[config.mk]
export PLATFORM = sky130hd
export DESIGN_NAME = ones_pattern_gen
export DESIGN_NICKNAME = d
export VERILOG_FILES = /design/src/rtl/ones_gen_pkg.sv /design/src/rtl/ones_gen_datapath.sv /design/src/rtl/ones_pattern_gen.sv
export SDC_FILE = /design/constraint.sdc
export NUM_CORES = 1
export LEC_CHECK = 0
export CAP_MARGIN = 30
export CORE_ASPECT_RATIO = 0.9
export CORE_UTILIZATION = 45
export CTS_BUF_LIST = sky130_fd_sc_hd__clkbuf_4
export DETAILED_ROUTE_END_ITERATION = 7
export GPL_ROUTABILITY_DRIVEN = 0
export PLACE_DENSITY = 0.86
export REMOVE_ABC_BUFFERS = 1
export SYNTH_ARGS = -nofsm -noshare
export SYNTH_HDL_FRONTEND = slang
export SYNTH_HIERARCHICAL = 1
export SYNTH_SLANG_ARGS = --single-unit
[constraint.sdc]
create_clock -name clk -period 1.62 [get_ports clk]
set_input_delay 0.486 -clock clk [delete_from_list [all_inputs] [get_ports clk]]
set_output_delay 0.486 -clock clk [all_outputs]
set_load 0.05 [all_outputs]
[src/rtl/ones_gen_pkg.sv]
// ones_gen_pkg
//   Shared types and defaults for the ones-pattern generator.
//   - ones_gen_state_t : control FSM states (S1 idle, S2 build, S3 done)
//   - ONES_W / ONES_CW : default pattern width and count width
package ones_gen_pkg;

    localparam int ONES_W  = 8;
    localparam int ONES_CW = $clog2(ONES_W + 1);

    typedef enum logic [1:0] {
        S1 = 2'b00,   // idle: continuously load count, clear pattern
        S2 = 2'b01,   // build: shift one '1' in per cycle
        S3 = 2'b10    // done: hold pattern until start drops
    } ones_gen_state_t;

endpackage

[src/rtl/ones_gen_datapath.sv]
// ones_gen_datapath
//   Count register, pattern shift register and clamp logic for the
//   ones-pattern generator. The controller drives two enables.
//   Optional: `define ONES_GEN_SAT_FLAG_EN adds the err_q saturation flag.
// Ports
//   clk         in   clock
//   reset       in   async active-low reset
//   load_data_i in   load cnt <= min(count_i, W), pattern <= 0
//   shift_dec_i in   shift a '1' into pattern LSB, cnt <= cnt-1
//   count_i     in   requested number of ones
//   pattern_o   out  current pattern register
//   cnt_eq_0_o  out  remaining count is zero
//   err_q_o     out  last load was clamped (macro only)
module ones_gen_datapath
    import ones_gen_pkg::*;
#(
    parameter int W  = ONES_W,
    parameter int CW = $clog2(W + 1)
) (
    input  logic          clk,
    input  logic          reset,
    input  logic          load_data_i,
    input  logic          shift_dec_i,
    input  logic [CW-1:0] count_i,
    output logic [W-1:0]  pattern_o,
    output logic          cnt_eq_0_o
`ifdef ONES_GEN_SAT_FLAG_EN
   ,output logic          err_q_o
`endif
);

    localparam logic [CW-1:0] W_CNT = CW'(W);

    logic [CW-1:0] cnt_q, cnt_d;
    logic [W-1:0]  pattern_q, pattern_d;
    logic          over_w;
    logic [CW-1:0] cnt_clamped;

    // Requests above W saturate so the pattern never wraps.
    assign over_w      = (count_i > W_CNT);
    assign cnt_clamped = over_w ? W_CNT : count_i;
    assign cnt_eq_0_o  = (cnt_q == '0);
    assign pattern_o   = pattern_q;

    always_comb begin
        cnt_d     = cnt_q;
        pattern_d = pattern_q;
        if (load_data_i) begin
            cnt_d     = cnt_clamped;
            pattern_d = '0;
        end else if (shift_dec_i) begin
            cnt_d     = cnt_q - CW'(1);
            pattern_d = {pattern_q[W-2:0], 1'b1};
        end
    end

    always_ff @(posedge clk or negedge reset) begin
        if (!reset) begin
            cnt_q     <= '0;
            pattern_q <= '0;
        end else begin
            cnt_q     <= cnt_d;
            pattern_q <= pattern_d;
        end
    end

`ifdef ONES_GEN_SAT_FLAG_EN
    logic err_q;

    always_ff @(posedge clk or negedge reset) begin
        if (!reset)           err_q <= 1'b0;
        else if (load_data_i) err_q <= over_w;
    end

    assign err_q_o = err_q;
`endif

endmodule

[src/rtl/ones_pattern_gen.sv]
// ones_pattern_gen
//   Builds a W-bit word holding N ones (LSB-justified), one shift per
//   cycle, under a start/done handshake. Control FSM lives here; the
//   datapath is ones_gen_datapath.
//   Optional: `define ONES_GEN_SAT_FLAG_EN adds the err output.
// Ports
//   clk      in   clock
//   reset    in   async active-low reset
//   start    in   level handshake: high starts job, low releases done
//   count_in in   requested number of ones, sampled while idle
//   pattern  out  generated word, valid while done=1
//   done     out  high in S3 only
//   err      out  clamp happened on this job (macro only)
module ones_pattern_gen
    import ones_gen_pkg::*;
#(
    parameter int W  = ONES_W,
    parameter int CW = $clog2(W + 1)
) (
    input  logic          clk,
    input  logic          reset,
    input  logic          start,
    input  logic [CW-1:0] count_in,
    output logic [W-1:0]  pattern,
    output logic          done
`ifdef ONES_GEN_SAT_FLAG_EN
   ,output logic          err
`endif
);

    ones_gen_state_t ps_q, ps_d;
    logic            load_data;
    logic            shift_dec;
    logic            cnt_eq_0;

    always_ff @(posedge clk or negedge reset) begin
        if (!reset) ps_q <= S1;
        else        ps_q <= ps_d;
    end

    // Enables are Mealy on ps/start/cnt_eq_0; done is Moore on ps only.
    always_comb begin
        ps_d      = ps_q;
        load_data = 1'b0;
        shift_dec = 1'b0;
        case (ps_q)
            S1: begin
                // The load is suppressed on the edge that leaves idle.
                if (start) ps_d = S2;
                else       load_data = 1'b1;
            end
            S2: begin
                if (cnt_eq_0) ps_d = S3;
                else          shift_dec = 1'b1;
            end
            S3: begin
                if (!start) ps_d = S1;
            end
            default: begin
                // Unused encoding recovers to idle with a fresh load.
                ps_d      = S1;
                load_data = 1'b1;
            end
        endcase
    end

    assign done = (ps_q == S3);

`ifdef ONES_GEN_SAT_FLAG_EN
    logic err_q;
`endif

    ones_gen_datapath #(
        .W  (W),
        .CW (CW)
    ) u_dp (
        .clk         (clk),
        .reset       (reset),
        .load_data_i (load_data),
        .shift_dec_i (shift_dec),
        .count_i     (count_in),
        .pattern_o   (pattern),
        .cnt_eq_0_o  (cnt_eq_0)
`ifdef ONES_GEN_SAT_FLAG_EN
       ,.err_q_o     (err_q)
`endif
    );

`ifdef ONES_GEN_SAT_FLAG_EN
    assign err = err_q & done;
`endif

endmodule

Yosys cells after proc, flatten, opt, wreduce, memory -nomap -nowiden:

Cells that the tools add are included.

* output and inout port bits: 9
* register bits: 14
* logic and storage cells: 28

* $lt $le $gt $ge: 1
* $add $sub $neg: 1
* multiplexer cells: 13
* reductions and logical operators: 5
* eq/ne operators: 5

Operator list (number)
* 2-to-1 mux 8 bit: 2
* 2-to-1 mux 4 bit: 3
* 2-to-1 mux 2 bit: 3
* inequality test 2 bit, second input constant: 3
* case mux 2 bit (3 select lines): 1
* greater-than comparator 4 bit, second input constant: 1
* zero test 4 bit: 1
* subtractor 4 x 1 -> 4 bit, second input constant: 1
* 2-to-1 mux 1 bit: 3
* AND reduction 3 bit: 1
* equality test 2 x 1 -> 1 bit, second input constant: 1
* equality test 2 bit, second input constant: 1
* zero test 2 bit: 1
* case mux 1 bit (2 select lines): 1
* nonzero test 2 bit: 1
* OR reduction 2 bit: 1

Longest topological paths before layout:

Gate-level depths: netlist of run 1.

* word-level depth: 5
* mapped depth: 8
* depth with buffers taken out: 8

Hierarchy:

Netlist of run 1, hierarchy kept.

By module, submodules not included
* ones_gen_datapath: times used 1, cells each 48, area each 555.5 um^2, sequential area each 300.3 um^2
* ones_pattern_gen: times used 1, cells each 11, area each 111.4 um^2, sequential area each 50.0 um^2

Worst setup path before layout of run 1:

No wires, ideal clock.

* path type: register -> register
* start: reg u_dp.cnt_q[0]
* end: reg u_dp.cnt_q[3]
* clock period less this slack: 1785 ps
* setup slack: -165 ps
* library setup time: 125 ps
* stages on the path, launching flop included: 9
* data arrival time: 1660 ps
* buffers on the path: 0
* cells stage by stage: dfrtp_1 inv_1 ha_1 nor3b_1 nand2b_1 nor2_1 nor4b_4 xor2_1 mux2_2

* longest elaborated chain between the ends: 4
* elaborated cells between the ends (all ways): 7
* those cells by class: add/sub: 1; mux: 4; reduce/logical: 2

Ends and longest elaborated chain
* start, declared: RTL line ones_gen_datapath.sv:34 `logic [CW-1:0] cnt_q, cnt_d;`
* start signal, assigned: RTL line ones_gen_datapath.sv:62 `cnt_q <= cnt_d;`
* zero test 4 bit: RTL line ones_gen_datapath.sv:42 `assign cnt_eq_0_o = (cnt_q == '0);`
* net cnt_eq_0: RTL line ones_pattern_gen.sv:34 `logic cnt_eq_0;`
* 2-to-1 mux 1 bit: RTL line ones_pattern_gen.sv:53 `if (cnt_eq_0) ps_d = S3;`
* 2-to-1 mux 1 bit: RTL line ones_pattern_gen.sv:46 `case (ps_q)`
* net shift_dec: RTL line ones_pattern_gen.sv:33 `logic shift_dec;`
* nonzero test 2 bit (no line)

The timed path passes the listed nets, and every way through them passes these cells. The select of a mux whose other input is x is not followed.
A chain may end at the register's enable or synchronous reset.

Worst setup path after layout of run 1:

* start: reg u_dp.cnt_q[1]
* end: reg u_dp.cnt_q[3]

Same word-level chain as after synthesis.

==> summary.txt, run 1 <==
Setup path
  – Kind of cell adding the most delay to the critical path: simple AND/OR/NAND/NOR gates
  – R2r worst-path depth: 8
  – CP peak stage delay: 350 ps
  – Worst-path cell chain: inv_1 -> ha_2 -> nor3b_4 -> nand2b_4 -> nor2_4 -> nor4b_4 -> xor2_1 -> mux2_2
  – Nature of the critical path endpoint: flip-flop
  – Worst Path Buf+Inv: 1
  – Worst setup path category: reg2reg
  – R2R setup slack: -40 ps
  – Startpoint types: flip-flop
  – Crit path DAT: 1830 ps
  – CP max FO: 2
  – Critical Path RT: 1800 ps
  – RR Endpoint: u_dp/cnt_q[3]$_DFFE_PN0P_
  – CP max-delay cell: dfrtp_1
  – Reg-to-reg startpoint: u_dp/cnt_q[1]$_DFFE_PN0P_

Power
  – Peak VDD IR: 1.42 mV
  – Pleak: 0.504 nW
  – Power Density: 2390 nW/um2
  – Power, Total: 2.57 mW

Clock tree
  – Cts bufs inserted: 3
  – # H-tree levels: 1
  – CTS clk-pin slew, worst paths: 90 ps
  – Hold_buf cts: 0
  – CTS Sinks: 14
  – Clk_lat worst skew: 280 ps
  – TritonCTS clock tree: done
  – Root buffer cell: clkbuf_4
  – Clock Path Buffers: 2

Timing
  – Worst rel slew slack: 0.849
  – Max Fclk: 0.603 GHz
  – RSZ-0062 raised after global routing: yes
  – Endpoints failing setup: 1
  – Final Critical Period: 1660 ps
  – Worst slew pin tran: 225 ps
  – Setup Skew: 7.92 ps
  – Worst setup margin: -38.5 ps
  – Final hold viol count: 0
  – Final period utilization: 1.02
  – Slew Limit Fails: 0

Global route
  – Largest net degree at the start of global routing: 15
  – Initial antenna violation count: 0
  – Gr usage total: 0.213
  – Vias in the first global route: 555
  – Grt total ovfl: 0
  – First-pass GRT wire length: 2.39 mm

Floorplanning
  – Die height: 38.5 um
  – IO Count: 16
  – Initial Util: 0.511
  – Core Region: 1310 um2
  – Die Width: 42.6 um
  – Die area: 1640 um2
  – Rows: 12

Drt
  – Post-DRT Antenna Nets: 0
  – Mean routed wirelength per cell: 14.0 um
  – DR iter-0 viols: 10
  – Drc violations: 0
  – DRT Pass-1 Iters: 4
  – Vias post-DR: 525
  – Final WL: 1.43 mm
  – DR vias/cell: 5.15

Final layout
  – Layout area overhead: 61.4%
  – Final nets: 97
  – Layout cell share with drive strength beyond 1: 0.409
  – Sequential Area: 353 um2
  – ANT cells: 0
  – Fill count: 79
  – Multi-input gate area: 338 um2

Synthesis
  – Post-synthesis mux area share: 0.137
  – Number of synthesized register bits: 14
  – Synth Area in Simple Gates: 0.201
  – Cell variety after synth: 21
  – Adder-Cell Fraction of Synth Area: 0.0188
  – Synth Warn #: 6
  – Mapped Cells: 59
  – Largest family of logic cells by synthesized area: simple AND/OR/NAND/NOR gates
  – Compound-Gate Fraction of Synth Area: 0.0488
  – Sequential share of the synthesized area: 0.525
  – Syn Area/Cell: 11.3 um2
  – Synth Cell Area: 667 um2
  – Synth Area in XOR/XNOR: 0.0394

Place
  – Placement Setup Slack: -133 ps
  – Port-buffer cells: 15
  – Post-DP HPWL: 1.01 mm

Job
  – Max-Cap Viols: 0

Status
  – Status: finished with violations
  – Failing checks: setup timing

Min path
  – Type of the worst min-delay path: in2async
[cell type report]
class                      instances  share of cell area
clock buffer                       3              0.0209
clock inverter                     1             0.00349
inverter                           2             0.00698
multi-input combinational         41               0.314
sequential                        14               0.328
tap                               14              0.0163
timing repair buffer              27               0.310
[what timing repair did]
item	CTS	global route
endpoints found under the hold margin	0	0
gates resized for setup	8	6
pin swaps	4	3
buffers inserted	1	3
setup endpoints to repair	12	7
[state kept, by name, indices dropped and copies added, names as in the netlist]
register        flops
ps_q                2
u_dp/cnt_q          4
u_dp/pattern_o      8
[cell usage in the layout (no fill, tap or decap), types with 2 or more instances in the layout]
cell type / synthesis / layout
dfrtp_1: 14 / 12
buf_4: 1 / 11
buf_12: 0 / 9
nor2_1: 10 / 9
mux2i_1: 8 / 8
clkdlybuf4s50_1: 0 / 6
clkbuf_4: 0 / 3
nand3b_1: 3 / 3
nand2b_4: 1 / 2
nand2_1: 3 / 2
dfrtp_2: 0 / 2
inv_1: 2 / 2
o21ai_0: 4 / 2
o21ai_1: 0 / 2
[synthesized netlist by cell type, drive strengths merged]
library cell	number	area, um2
mux2i	8	80.1
a21o	1	7.51
xor2	2	17.5
nor3b	1	7.51
nand2b	2	20.0
a21oi	1	5.00
nor4b	1	23.8
buf	2	12.5
nor3	1	5.00
mux2	1	11.3
ha	1	12.5
xnor2	1	8.76
nor2b	1	6.26
inv	2	7.51
dfrtp	14	350
nor2	10	37.5
o21ai	4	20.0
nand2	3	11.3
nand3b	3	22.5
[metal layers]
metal | wire, um | vias up | global-route usage
li1 | - | 258 | -
met4 | 40 | 0 | 0.164
met5 | 0 | - | 0
met3 | 59 | 4 | 0.0283
met2 | 774 | 14 | 0.381
met1 | 559 | 249 | 0.234
[report_power, final]
part	switching (mW)	total [mW]	internal, mW
sequential	0.200	0.712	0.512
combinational	0.783	1.66	0.873
clock	0.111	0.200	0.0894
total	1.09	2.57	1.48
[cell families after synthesis]
kind of cell	after synthesis
and+or+nand+nor	22
AOI/OAI and AO/OA	6
adders and majority gates	1
buffers and inverters	4
DFF	14
muxes	9
xor gates and xnor gates	3
[through the flow]
stage | area [um2] | TNS [ps] | utilization | hold slack [ps] | instances
2_1_floorplan | 654 | -4950 | - | 190 | 57
3_3_place_gp | 972 | -240 | 0.744 | 529 | 94
3_5_place_dp | 972 | -696 | 0.744 | 536 | 94
4_1_cts | 1040 | -93.8 | 0.796 | 513 | 99
5_1_grt | 1080 | -198 | 0.824 | 514 | 102
6_report | 1080 | -38.5 | 0.824 | 507 | 102
[how the worst max path moves through the flow]
stage                                           end                       from  cells past startpoint
after floorplan           u_dp/cnt_q[3]$_DFFE_PN0P_  u_dp/cnt_q[0]$_DFFE_PN0P_                      8
after global placement    u_dp/cnt_q[3]$_DFFE_PN0P_                      start                      4
after detailed placement  u_dp/cnt_q[3]$_DFFE_PN0P_                      start                      4
after CTS                 u_dp/cnt_q[3]$_DFFE_PN0P_  u_dp/cnt_q[1]$_DFFE_PN0P_                      8
after global routing      u_dp/cnt_q[3]$_DFFE_PN0P_  u_dp/cnt_q[0]$_DFFE_PN0P_                      8
final                     u_dp/cnt_q[3]$_DFFE_PN0P_  u_dp/cnt_q[1]$_DFFE_PN0P_                      8
(Power assumes the default switching activity.)
==> inputs of run 2 (changes only) <==
- PLACE_DENSITY: 0.86 -> 0.84
- clock period: 1.62 -> 1.84 ns (I/O delays scaled with it)
==> run 2 against run 1 <==
  * The run now ends clean
  * Fmax fell by 4.1%
  * Sequential power fell by 19%
  * Flip-flop and latch count did not move
  * Sequential share of layout area rose by 5.4 points
  * Non-clock buffer count fell by 4
  * Count of clock-buffer cells in the layout did not move
  * Design area fell by 15%
  * Final cell count fell by 3.9%
  * Total power fell by 27%
  * Critical path type unchanged
  * Critical endpoint unchanged
==> summary.txt, run 2 (synthesized netlist as in run 1, its figures left out) <==
Drt
  – DR vias/cell: 5.13 (-0.28%)
  – Drc violations: 0 (unchanged)
  – DR iter-0 viols: 9 (-1)
  – DRT Pass-1 Iters: 4 (unchanged)
  – Final WL: 1.21 mm (-15%)
  – Mean routed wirelength per cell: 12.4 um (-12%)
  – Vias post-DR: 503 (-4.2%)
  – Post-DRT Antenna Nets: 0 (unchanged)

Power
  – Power Density: 2050 nW/um2 (-14%)
  – Pleak: 0.455 nW (-9.8%)
  – Peak VDD IR: 1.07 mV (-25%)

Timing
  – Final hold viol count: 0 (unchanged)
  – Final Critical Period: 1730 ps (+71.7 ps)
  – Max Fclk: 0.578 GHz (-4.1%)
  – Worst rel slew slack: 0.847 (-0.00157)
  – Final period utilization: 0.940 (-0.0835)
  – Setup Skew: 5.26 ps (-2.65 ps)
  – Slew Limit Fails: 0 (unchanged)
  – Endpoints failing setup: 0 (-1)
  – Worst slew pin tran: 229 ps (+4.08 ps)

Min path
  – HP Start: u_dp/pattern_o[7]$_DFFE_PN0P_
  – Min-Delay Path Depth: 2
  – Worst Hold End: u_dp/pattern_o[7]$_DFFE_PN0P_
  – Type of the worst min-delay path: reg2reg

Final layout
  – Fill count: 106 (+34%)
  – Most frequent cells in the layout: buf_4 (15), dfrtp_1 (14), nor2_1 (9)
  – Final instance area: 917 um2 (-15%)
  – Sequential Area: 350 um2 (-0.71%)
  – Layout area overhead: 37.5%
  – Largest register FFs: 8 (unchanged)
  – ANT cells: 0 (unchanged)
  – Commonest non-fill, non-tap cell in the layout: buf_4
  – Layout cell share with drive strength beyond 1: 0.310 (-0.0996)
  – Util after Layout: 0.702 (-0.122)
  – Multi-input gate area: 312 um2 (-7.8%)
  – Final nets: 93 (-4.1%)

Global route
  – First-pass GRT wire length: 2.00 mm (-16%)
  – Gr usage total: 0.172 (-0.0404)
  – Largest net degree at the start of global routing: 15 (unchanged)
  – Vias in the first global route: 484 (-13%)
  – Initial antenna violation count: 0 (unchanged)
  – Grt total ovfl: 0 (unchanged)

Setup path
  – Crit path DAT: 1890 ps (+60 ps)
  – R2R setup slack: 110 ps (+150 ps)
  – RR Endpoint: u_dp/cnt_q[3]$_DFFE_PN0P_
  – Startpoint types: flip-flop
  – Worst setup path category: reg2reg
  – R2r worst-path depth: 8 (unchanged)
  – Nature of the critical path endpoint: flip-flop
  – CP max FO: 2 (unchanged)
  – Critical Path RT: 2000 ps (+200 ps)
  – Reg-to-reg startpoint: u_dp/cnt_q[0]$_DFFE_PN0P_

Clock tree
  – CTS clk-pin slew, worst paths: 80 ps (about the same)
  – Cts bufs inserted: 3 (unchanged)
  – Clk_lat worst skew: 270 ps (about the same)
  – # H-tree levels: 1 (unchanged)
  – TritonCTS clock tree: done
  – CTS Sinks: 14 (unchanged)
  – Clock Path Buffers: 2 (unchanged)
  – Root buffer cell: clkbuf_4

Floorplanning
  – Core Region: 1310 um2 (unchanged)
  – Die height: 38.5 um (unchanged)
  – Die Width: 42.6 um (unchanged)
  – Die area: 1640 um2 (unchanged)
  – IO Count: 16 (unchanged)
  – Initial Util: 0.511 (unchanged)
  – Rows: 12 (unchanged)

Place
  – Post-DP HPWL: 888 um (-12%)
  – Port-buffer cells: 15 (unchanged)
  – Area of placed instances: 865 um2 (-11%)

Job
  – Max-Cap Viols: 0 (unchanged)

Status
  – Status: finished, final reports clean
-- run 2: per-layer routing --
metal / up-vias / share of wire / GRT usage
met1: 241 / 0.46 / 0.193
met5: - / 0 / 0
li1: 249 / - / -
met4: 0 / 0 / 0.0938
met3: 0 / 0.041 / 0.0283
met2: 13 / 0.50 / 0.319
-- run 2: cell type report --
class	instances	share of cell area
Timing Repair Buffer	23	0.222
Tap cell	14	0.0191
Inverter	2	0.00819
Sequential cell	14	0.382
Clock inverter	1	0.00409
Multi-Input combinational cell	41	0.340
Clock buffer	3	0.0246
-- run 2: how the worst max path moves through the flow --
stage	startpoint	to	slack (ps)	cells past startpoint
3_3_place_gp	start	u_dp/cnt_q[3]$_DFFE_PN0P_	130	4
2_1_floorplan	u_dp/cnt_q[0]$_DFFE_PN0P_	u_dp/cnt_q[3]$_DFFE_PN0P_	-540	8
6_report	u_dp/cnt_q[0]$_DFFE_PN0P_	u_dp/cnt_q[3]$_DFFE_PN0P_	110	8
3_5_place_dp	u_dp/cnt_q[0]$_DFFE_PN0P_	u_dp/cnt_q[2]$_DFFE_PN0P_	60	9
4_1_cts	u_dp/cnt_q[0]$_DFFE_PN0P_	u_dp/cnt_q[2]$_DFFE_PN0P_	30	9
5_1_grt	u_dp/cnt_q[0]$_DFFE_PN0P_	u_dp/cnt_q[3]$_DFFE_PN0P_	-5	8
-- run 2: what timing repair did --
| item | in CTS | in global routing |
|---|---|---|
| resized for setup | 0 | 4 |
| setup endpoints to repair | 0 | 3 |
| hold buffers | 0 | 0 |
| setup buffers | 0 | 1 |
-- run 2: power breakdown --
| group | total (mW) | switching (mW) | internal [mW] | leakage [nW] |
|---|---|---|---|---|
| registers | 0.576 | 0.128 | 0.448 | 0.179 |
| clock network | 0.169 | 0.0904 | 0.0785 | 0.0154 |
| logic | 1.13 | 0.633 | 0.502 | 0.261 |
| total | 1.88 | 0.851 | 1.03 | 0.455 |
-- run 2: worst max-delay path: stages, from the launching register on --
cell,delay [ps]
dfrtp_1,350
inv_1,50
ha_1,200
nor3b_2,160
nand2b_4,150
nor2_2,140
nor4b_4,220
xor2_1,100
mux2_2,270
-- run 2: per-stage QoR --
step / setup WS [ps] / hold WS (ps) / std cells / power (mW) / setup TNS (ps)
6_report: 110 / 531 / 98 / 1.88 / 0
5_1_grt: -4.53 / 571 / 98 / 2.01 / -4.53
4_1_cts: 33.3 / 537 / 97 / 1.83 / 0
3_5_place_dp: 56.8 / 517 / 93 / 1.65 / 0
3_3_place_gp: 131 / 506 / 93 / 1.62 / 0
2_1_floorplan: -538 / 256 / 57 / 1.29 / -2310
